**config.mk**
```make
export PLATFORM = sky130hd
export DESIGN_NAME = imem_loader
export DESIGN_NICKNAME = d
export VERILOG_FILES = /design/src/rtl/imem_loader.sv
export SDC_FILE = /design/constraint.sdc
export NUM_CORES = 1
export LEC_CHECK = 0
export ABC_AREA = 1
export BUFFER_PORTS_ARGS = -buffer_cell sky130_fd_sc_hd__buf_2
export CAP_MARGIN = 15
export CORE_ASPECT_RATIO = 0.5
export CORE_MARGIN = 10
export CORE_UTILIZATION = 25
export CTS_BUF_LIST = sky130_fd_sc_hd__clkbuf_4 sky130_fd_sc_hd__clkbuf_8
export DETAILED_ROUTE_END_ITERATION = 7
export SKIP_CTS_REPAIR_TIMING = 1
export SKIP_LAST_GASP = 1
export SLEW_MARGIN = 20
export SYNTH_ARGS = -nofsm -noshare
export SYNTH_HDL_FRONTEND = slang
export SYNTH_SLANG_ARGS = --single-unit
```
**constraint.sdc**
```tcl
create_clock -name clk -period 1.7 [get_ports clk]
set_input_delay 0.425 -clock clk [delete_from_list [all_inputs] [get_ports clk]]
set_output_delay 0.425 -clock clk [all_outputs]
set_load 0.05 [all_outputs]
```
**src/rtl/imem_loader.sv**
```systemverilog
// imem_loader: boot-time instruction-memory writer.
// Receives a byte stream (16-bit word count N, big-endian, then N big-endian
// words), writes the words to consecutive instruction-memory addresses from 0,
// and keeps the CPU held until a complete image has been loaded.
// Optional feature macro: IMEM_LOADER_CHK_EN adds a trailing XOR checksum byte
// over all header and data bytes; a mismatch ends the load in the error state.
// Supports ADDR_W up to 16, because the word count is a 16-bit value.
module imem_loader #(
    parameter int ADDR_W = 8
) (
    input  logic              clk,
    input  logic              rst,
    input  logic              start,
    input  logic              in_valid,
    input  logic [7:0]        in_data,
    output logic              in_ready,
    output logic              im_we,
    output logic [ADDR_W-1:0] im_addr,
    output logic [15:0]       im_wdata,
    output logic              cpu_hold,
    output logic              load_done,
    output logic              load_err
);

`ifdef IMEM_LOADER_CHK_EN
    typedef enum logic [2:0] {
        S_IDLE   = 3'd0,
        S_HDR_HI = 3'd1,
        S_HDR_LO = 3'd2,
        S_DAT_HI = 3'd3,
        S_DAT_LO = 3'd4,
        S_CHK    = 3'd5,
        S_DONE   = 3'd6,
        S_ERR    = 3'd7
    } state_t;
`else
    typedef enum logic [2:0] {
        S_IDLE   = 3'd0,
        S_HDR_HI = 3'd1,
        S_HDR_LO = 3'd2,
        S_DAT_HI = 3'd3,
        S_DAT_LO = 3'd4,
        S_DONE   = 3'd6,
        S_ERR    = 3'd7
    } state_t;
`endif

    // Largest legal word count; 17 bits so that 2^16 is representable.
    localparam logic [16:0] CAPACITY = 17'(2 ** ADDR_W);

    // With the checksum option the header/data phase ends in CHK instead of DONE.
`ifdef IMEM_LOADER_CHK_EN
    localparam state_t S_TAIL = S_CHK;
`else
    localparam state_t S_TAIL = S_DONE;
`endif

    state_t              state_q, state_d;
    logic [15:0]         n_q, n_d;          // expected word count
    logic [ADDR_W:0]     idx_q, idx_d;      // one extra bit so idx can reach 2^ADDR_W
    logic [7:0]          hi_q, hi_d;        // high byte of the word being assembled
`ifdef IMEM_LOADER_CHK_EN
    logic [7:0]          chk_q, chk_d;      // running XOR of header and data bytes
`endif

    logic                in_ready_q, in_ready_d;
    logic                im_we_q, im_we_d;
    logic [ADDR_W-1:0]   im_addr_q, im_addr_d;
    logic [15:0]         im_wdata_q, im_wdata_d;
    logic                cpu_hold_q, cpu_hold_d;
    logic                load_done_q, load_done_d;
    logic                load_err_q, load_err_d;

    logic                accept;
    logic [15:0]         hdr_full;
    logic [ADDR_W:0]     idx_nxt;

    assign accept   = in_valid & in_ready_q;
    assign hdr_full = {n_q[15:8], in_data};
    assign idx_nxt  = idx_q + 1'b1;

    // Next-state, datapath and registered-output decode.
    always_comb begin
        state_d    = state_q;
        n_d        = n_q;
        idx_d      = idx_q;
        hi_d       = hi_q;
`ifdef IMEM_LOADER_CHK_EN
        chk_d      = chk_q;
`endif
        im_we_d    = 1'b0;
        im_addr_d  = im_addr_q;
        im_wdata_d = im_wdata_q;

        case (state_q)
            S_IDLE, S_DONE, S_ERR: begin
                if (start) begin
                    state_d = S_HDR_HI;
                    n_d     = '0;
                    idx_d   = '0;
                    hi_d    = '0;
`ifdef IMEM_LOADER_CHK_EN
                    chk_d   = '0;
`endif
                end
            end

            S_HDR_HI: begin
                if (accept) begin
                    n_d[15:8] = in_data;
`ifdef IMEM_LOADER_CHK_EN
                    chk_d     = chk_q ^ in_data;
`endif
                    state_d   = S_HDR_LO;
                end
            end

            S_HDR_LO: begin
                if (accept) begin
                    n_d = hdr_full;
`ifdef IMEM_LOADER_CHK_EN
                    chk_d = chk_q ^ in_data;
`endif
                    if ({1'b0, hdr_full} > CAPACITY) begin
                        state_d = S_ERR;
                    end else if (hdr_full == 16'd0) begin
                        state_d = S_TAIL;
                    end else begin
                        state_d = S_DAT_HI;
                    end
                end
            end

            S_DAT_HI: begin
                if (accept) begin
                    hi_d    = in_data;
`ifdef IMEM_LOADER_CHK_EN
                    chk_d   = chk_q ^ in_data;
`endif
                    state_d = S_DAT_LO;
                end
            end

            S_DAT_LO: begin
                if (accept) begin
                    im_we_d    = 1'b1;
                    im_addr_d  = idx_q[ADDR_W-1:0];
                    im_wdata_d = {hi_q, in_data};
                    idx_d      = idx_nxt;
`ifdef IMEM_LOADER_CHK_EN
                    chk_d      = chk_q ^ in_data;
`endif
                    if (17'(idx_nxt) == {1'b0, n_q}) begin
                        state_d = S_TAIL;
                    end else begin
                        state_d = S_DAT_HI;
                    end
                end
            end

`ifdef IMEM_LOADER_CHK_EN
            S_CHK: begin
                if (accept) begin
                    // Written words stay in memory on a mismatch; the hold keeps them unused.
                    state_d = (in_data == chk_q) ? S_DONE : S_ERR;
                end
            end
`endif

            default: state_d = S_IDLE;
        endcase

        // Outputs are registered, so they are decoded from the state being entered.
        in_ready_d  = (state_d == S_HDR_HI) || (state_d == S_HDR_LO) ||
                      (state_d == S_DAT_HI) || (state_d == S_DAT_LO)
`ifdef IMEM_LOADER_CHK_EN
                      || (state_d == S_CHK)
`endif
                      ;
        cpu_hold_d  = (state_d != S_DONE);
        load_done_d = (state_d == S_DONE);
        load_err_d  = (state_d == S_ERR);
    end

    // State register and loader datapath; reset drops any partial load.
    always_ff @(posedge clk or negedge rst) begin
        if (!rst) begin
            state_q <= S_IDLE;
            n_q     <= '0;
            idx_q   <= '0;
            hi_q    <= '0;
`ifdef IMEM_LOADER_CHK_EN
            chk_q   <= '0;
`endif
        end else begin
            state_q <= state_d;
            n_q     <= n_d;
            idx_q   <= idx_d;
            hi_q    <= hi_d;
`ifdef IMEM_LOADER_CHK_EN
            chk_q   <= chk_d;
`endif
        end
    end

    // Output registers; reset returns the CPU to hold and clears the write port.
    always_ff @(posedge clk or negedge rst) begin
        if (!rst) begin
            in_ready_q  <= 1'b0;
            im_we_q     <= 1'b0;
            im_addr_q   <= '0;
            im_wdata_q  <= '0;
            cpu_hold_q  <= 1'b1;
            load_done_q <= 1'b0;
            load_err_q  <= 1'b0;
        end else begin
            in_ready_q  <= in_ready_d;
            im_we_q     <= im_we_d;
            im_addr_q   <= im_addr_d;
            im_wdata_q  <= im_wdata_d;
            cpu_hold_q  <= cpu_hold_d;
            load_done_q <= load_done_d;
            load_err_q  <= load_err_d;
        end
    end

    assign in_ready  = in_ready_q;
    assign im_we     = im_we_q;
    assign im_addr   = im_addr_q;
    assign im_wdata  = im_wdata_q;
    assign cpu_hold  = cpu_hold_q;
    assign load_done = load_done_q;
    assign load_err  = load_err_q;

endmodule

```
==> metrics.txt <==
run status=complete, but fails checks; failing checks=setup timing; Crit. End Element=flip-flop; Via Count=2617; Reg clk slew, reported paths=0.07 ns; Mean Syn Cell Area=8.776 µm²; TritonCTS clock tree=built; Remaining DRCs=0; fmax=0.4932 GHz; IO buf count=40; Core ar.=12050 µm²; Max FO, Critical Path=4; Ys Warns=0; # fillers=1256; Clock Path Buffers=2; Final Total Pwr=7135 µW; CP Class=flip-flop to flip-flop; RSZ-0062 raised after global routing=true; Tmin final=2.028 ns; row count=28; Via density=4.276; Clock Sinks=65; Yosys cell types=35; sequential area share after synthesis=51.67%; worst-margin pin slew=0.3966 ns; met2 usage=15.24%; Setup TNS Final=-1.697 ns; synthesis-to-layout area growth=29.31%; drt initial violations=157; CTS Buf Count=9; first-pass GRT wire length=13170 µm; post-route ant nets=0; CP arrival=2.28 ns; Hold Path Class=input pin to asynchronous set/reset pin; max_slew headroom=73.34%; Required @ worst endpoint=1.95 ns; n_diodes=0; initial antenna violation count=0; DPL Wire Length=5766 µm; final worst clock skew=~0.011 ns; leak pwr=0.001985 µW; Peak VDD IR=roughly 0.00052 V; syn nets=~370; GRT Max-Usage Layer=met2; worst skew pair latency=0.34 ns; max_cap viols=0; CTS Root Cell=clkbuf_8; grt met1 use=roughly 11%; reg2reg path depth=14; cell count after synthesis=359; commonest cells after routing, fill and taps aside=nand2_1, dfrtp_1, inv_1; number of global-route vias before repair=2695; RD Place Congestion=0.8391; die width=around 180 µm; final number of hold-violating endpoints=0; height of the die=99.38 µm; full die area=17770 µm²; largest net degree at the start of global routing=66; Initial Util=26.14%; commonest non-fill, non-tap cell in the layout=nand2_1; NumNets Final=456; Final Cycle Share=119.3%; All-Layer GR Usage=under 10%; H-tree levels=3; Final Max Slew Viols=0; Pwr Density=1751 nW/µm²; DP Worst Slack=-0.2375 ns; total iterations of the first detailed-routing run=4; fin worst setup slack=-0.3277 ns; crit path launch type=flip-flop; grt ovf=0; IO Pins=around 40; Total Wirelength=a little under 8000 µm; final setup fails=6; GRT met3 Usage=2.415%; wire per inst=12.78 µm; Mapped Area=roughly 3200 µm²; proportion of layout cells with a drive suffix above 1=34.68%; #FFs+latches synth=65
-- per-layer routing --
| metal | part of all wire (%) | vias up |
|---|---|---|
| met3 | 3.6 | 10 |
| met1 | 45 | 1232 |
| met4 | 1.6 | 0 |
| li1 | - | 1331 |
| met2 | 49 | 44 |
| met5 | 0 | - |
-- kinds of logic (layout without fill, tap and decap cells) --
group           after synthesis  after routing  share of synthesized area, %
compound gates               68             68                         14.06
fa+ha+maj                     1              1                        0.3971
simple gates                164            164                         25.54
buf+inv                      61            149                         8.340
flops                        65             65                         51.67
-- sequential cells by signal, summed over array words and instances (netlist names) --
name and count:
im_wdata 16, n_q 16, idx_q 9, hi_q 8, im_addr 8, state_q 3, cpu_hold 1, im_we 1
in_ready 1, load_done 1, load_err 1
-- stage by stage --
| stage | hold slack, ns | cell area (µm²) | instances | utilization, % |
|---|---|---|---|---|
| 5_1_grt | 0.1241 | 4074 | 612 | 33.80 |
| 2_1_floorplan | 0.1294 | 3151 | 359 | - |
| 4_1_cts | 0.1110 | 3974 | 606 | 32.97 |
| 3_5_place_dp | 0.4680 | 3789 | 591 | 31.44 |
| 3_3_place_gp | 0.4630 | 3789 | 591 | 31.44 |
| 6_report | 0.09973 | 4074 | 612 | 33.80 |
-- area by class of cell --
cell class	instances	area [µm²]	area share [%]
Tap cell	165	206.4	5.068
Inverter	53	206.4	5.068
Multi-Input combinational cell	233	1314	32.25
Sequential cell	65	1629	39.99
Clock buffer	13	172.7	4.238
Clock inverter	2	12.51	0.3071
Timing Repair Buffer	81	533.0	13.08
-- path summary, 6_finish.rpt --
path | startpoint | to | slack [ns]
worst max register to register | idx_q[1]$_DFFE_PN0P_ | cpu_hold$_DFF_PN1_ | -0.33
min in group clk | in_data[0] | im_wdata[0]$_DFFE_PN0P_ | 0.38
max in group asynchronous | rst | cpu_hold$_DFF_PN1_ | 1.30
worst min register to register | im_addr[3]$_DFFE_PN0P_ | im_addr[3]$_DFFE_PN0P_ | 0.48
worst min-delay path | rst | state_q[0]$_DFF_PN0_ | 0.1
worst max-delay path | idx_q[1]$_DFFE_PN0P_ | cpu_hold$_DFF_PN1_ | -0.33
-- power by group --
part           switching (µW)  total, µW  internal (µW)
registers                 245       2290           2040
clock network             569       1220            655
logic                    2480       3630           1140
total                    3300       7130           3840
-- cells in the mapped netlist (all sizes together) --
library cell	instances	area (µm²)
inv	53	206.5
clkbuf	3	11.26
nand3	36	190.2
o21ai	48	289.0
dfstp	1	26.28
nor2	33	180.2
nand4	3	18.77
o22ai	8	50.05
nor3	2	15.01
o31ai	6	65.06
nor4	1	12.51
buf	5	45.04
ha	1	12.51
o21a	2	15.01
dfrtp	64	1602
and2	1	6.260
nand3b	1	20.02
nand2	87	361.6
a21oi	4	23.77
-- critical path, stage by stage, from the launching register on --
cell and delay [ns]:
dfrtp_1 0.41, ha_4 0.29, inv_2 0.04, nand2_1 0.04, nand2_1 0.07, nor2_2 0.12, nand2_1 0.08, nor2_1 0.17
nand3_1 0.11, nor2_2 0.12, nand3_2 0.11, nand2_2 0.11, nand2_4 0.06, nand2_4 0.08, nand4_1 0.12
Power figures use the tool's default switching activity.
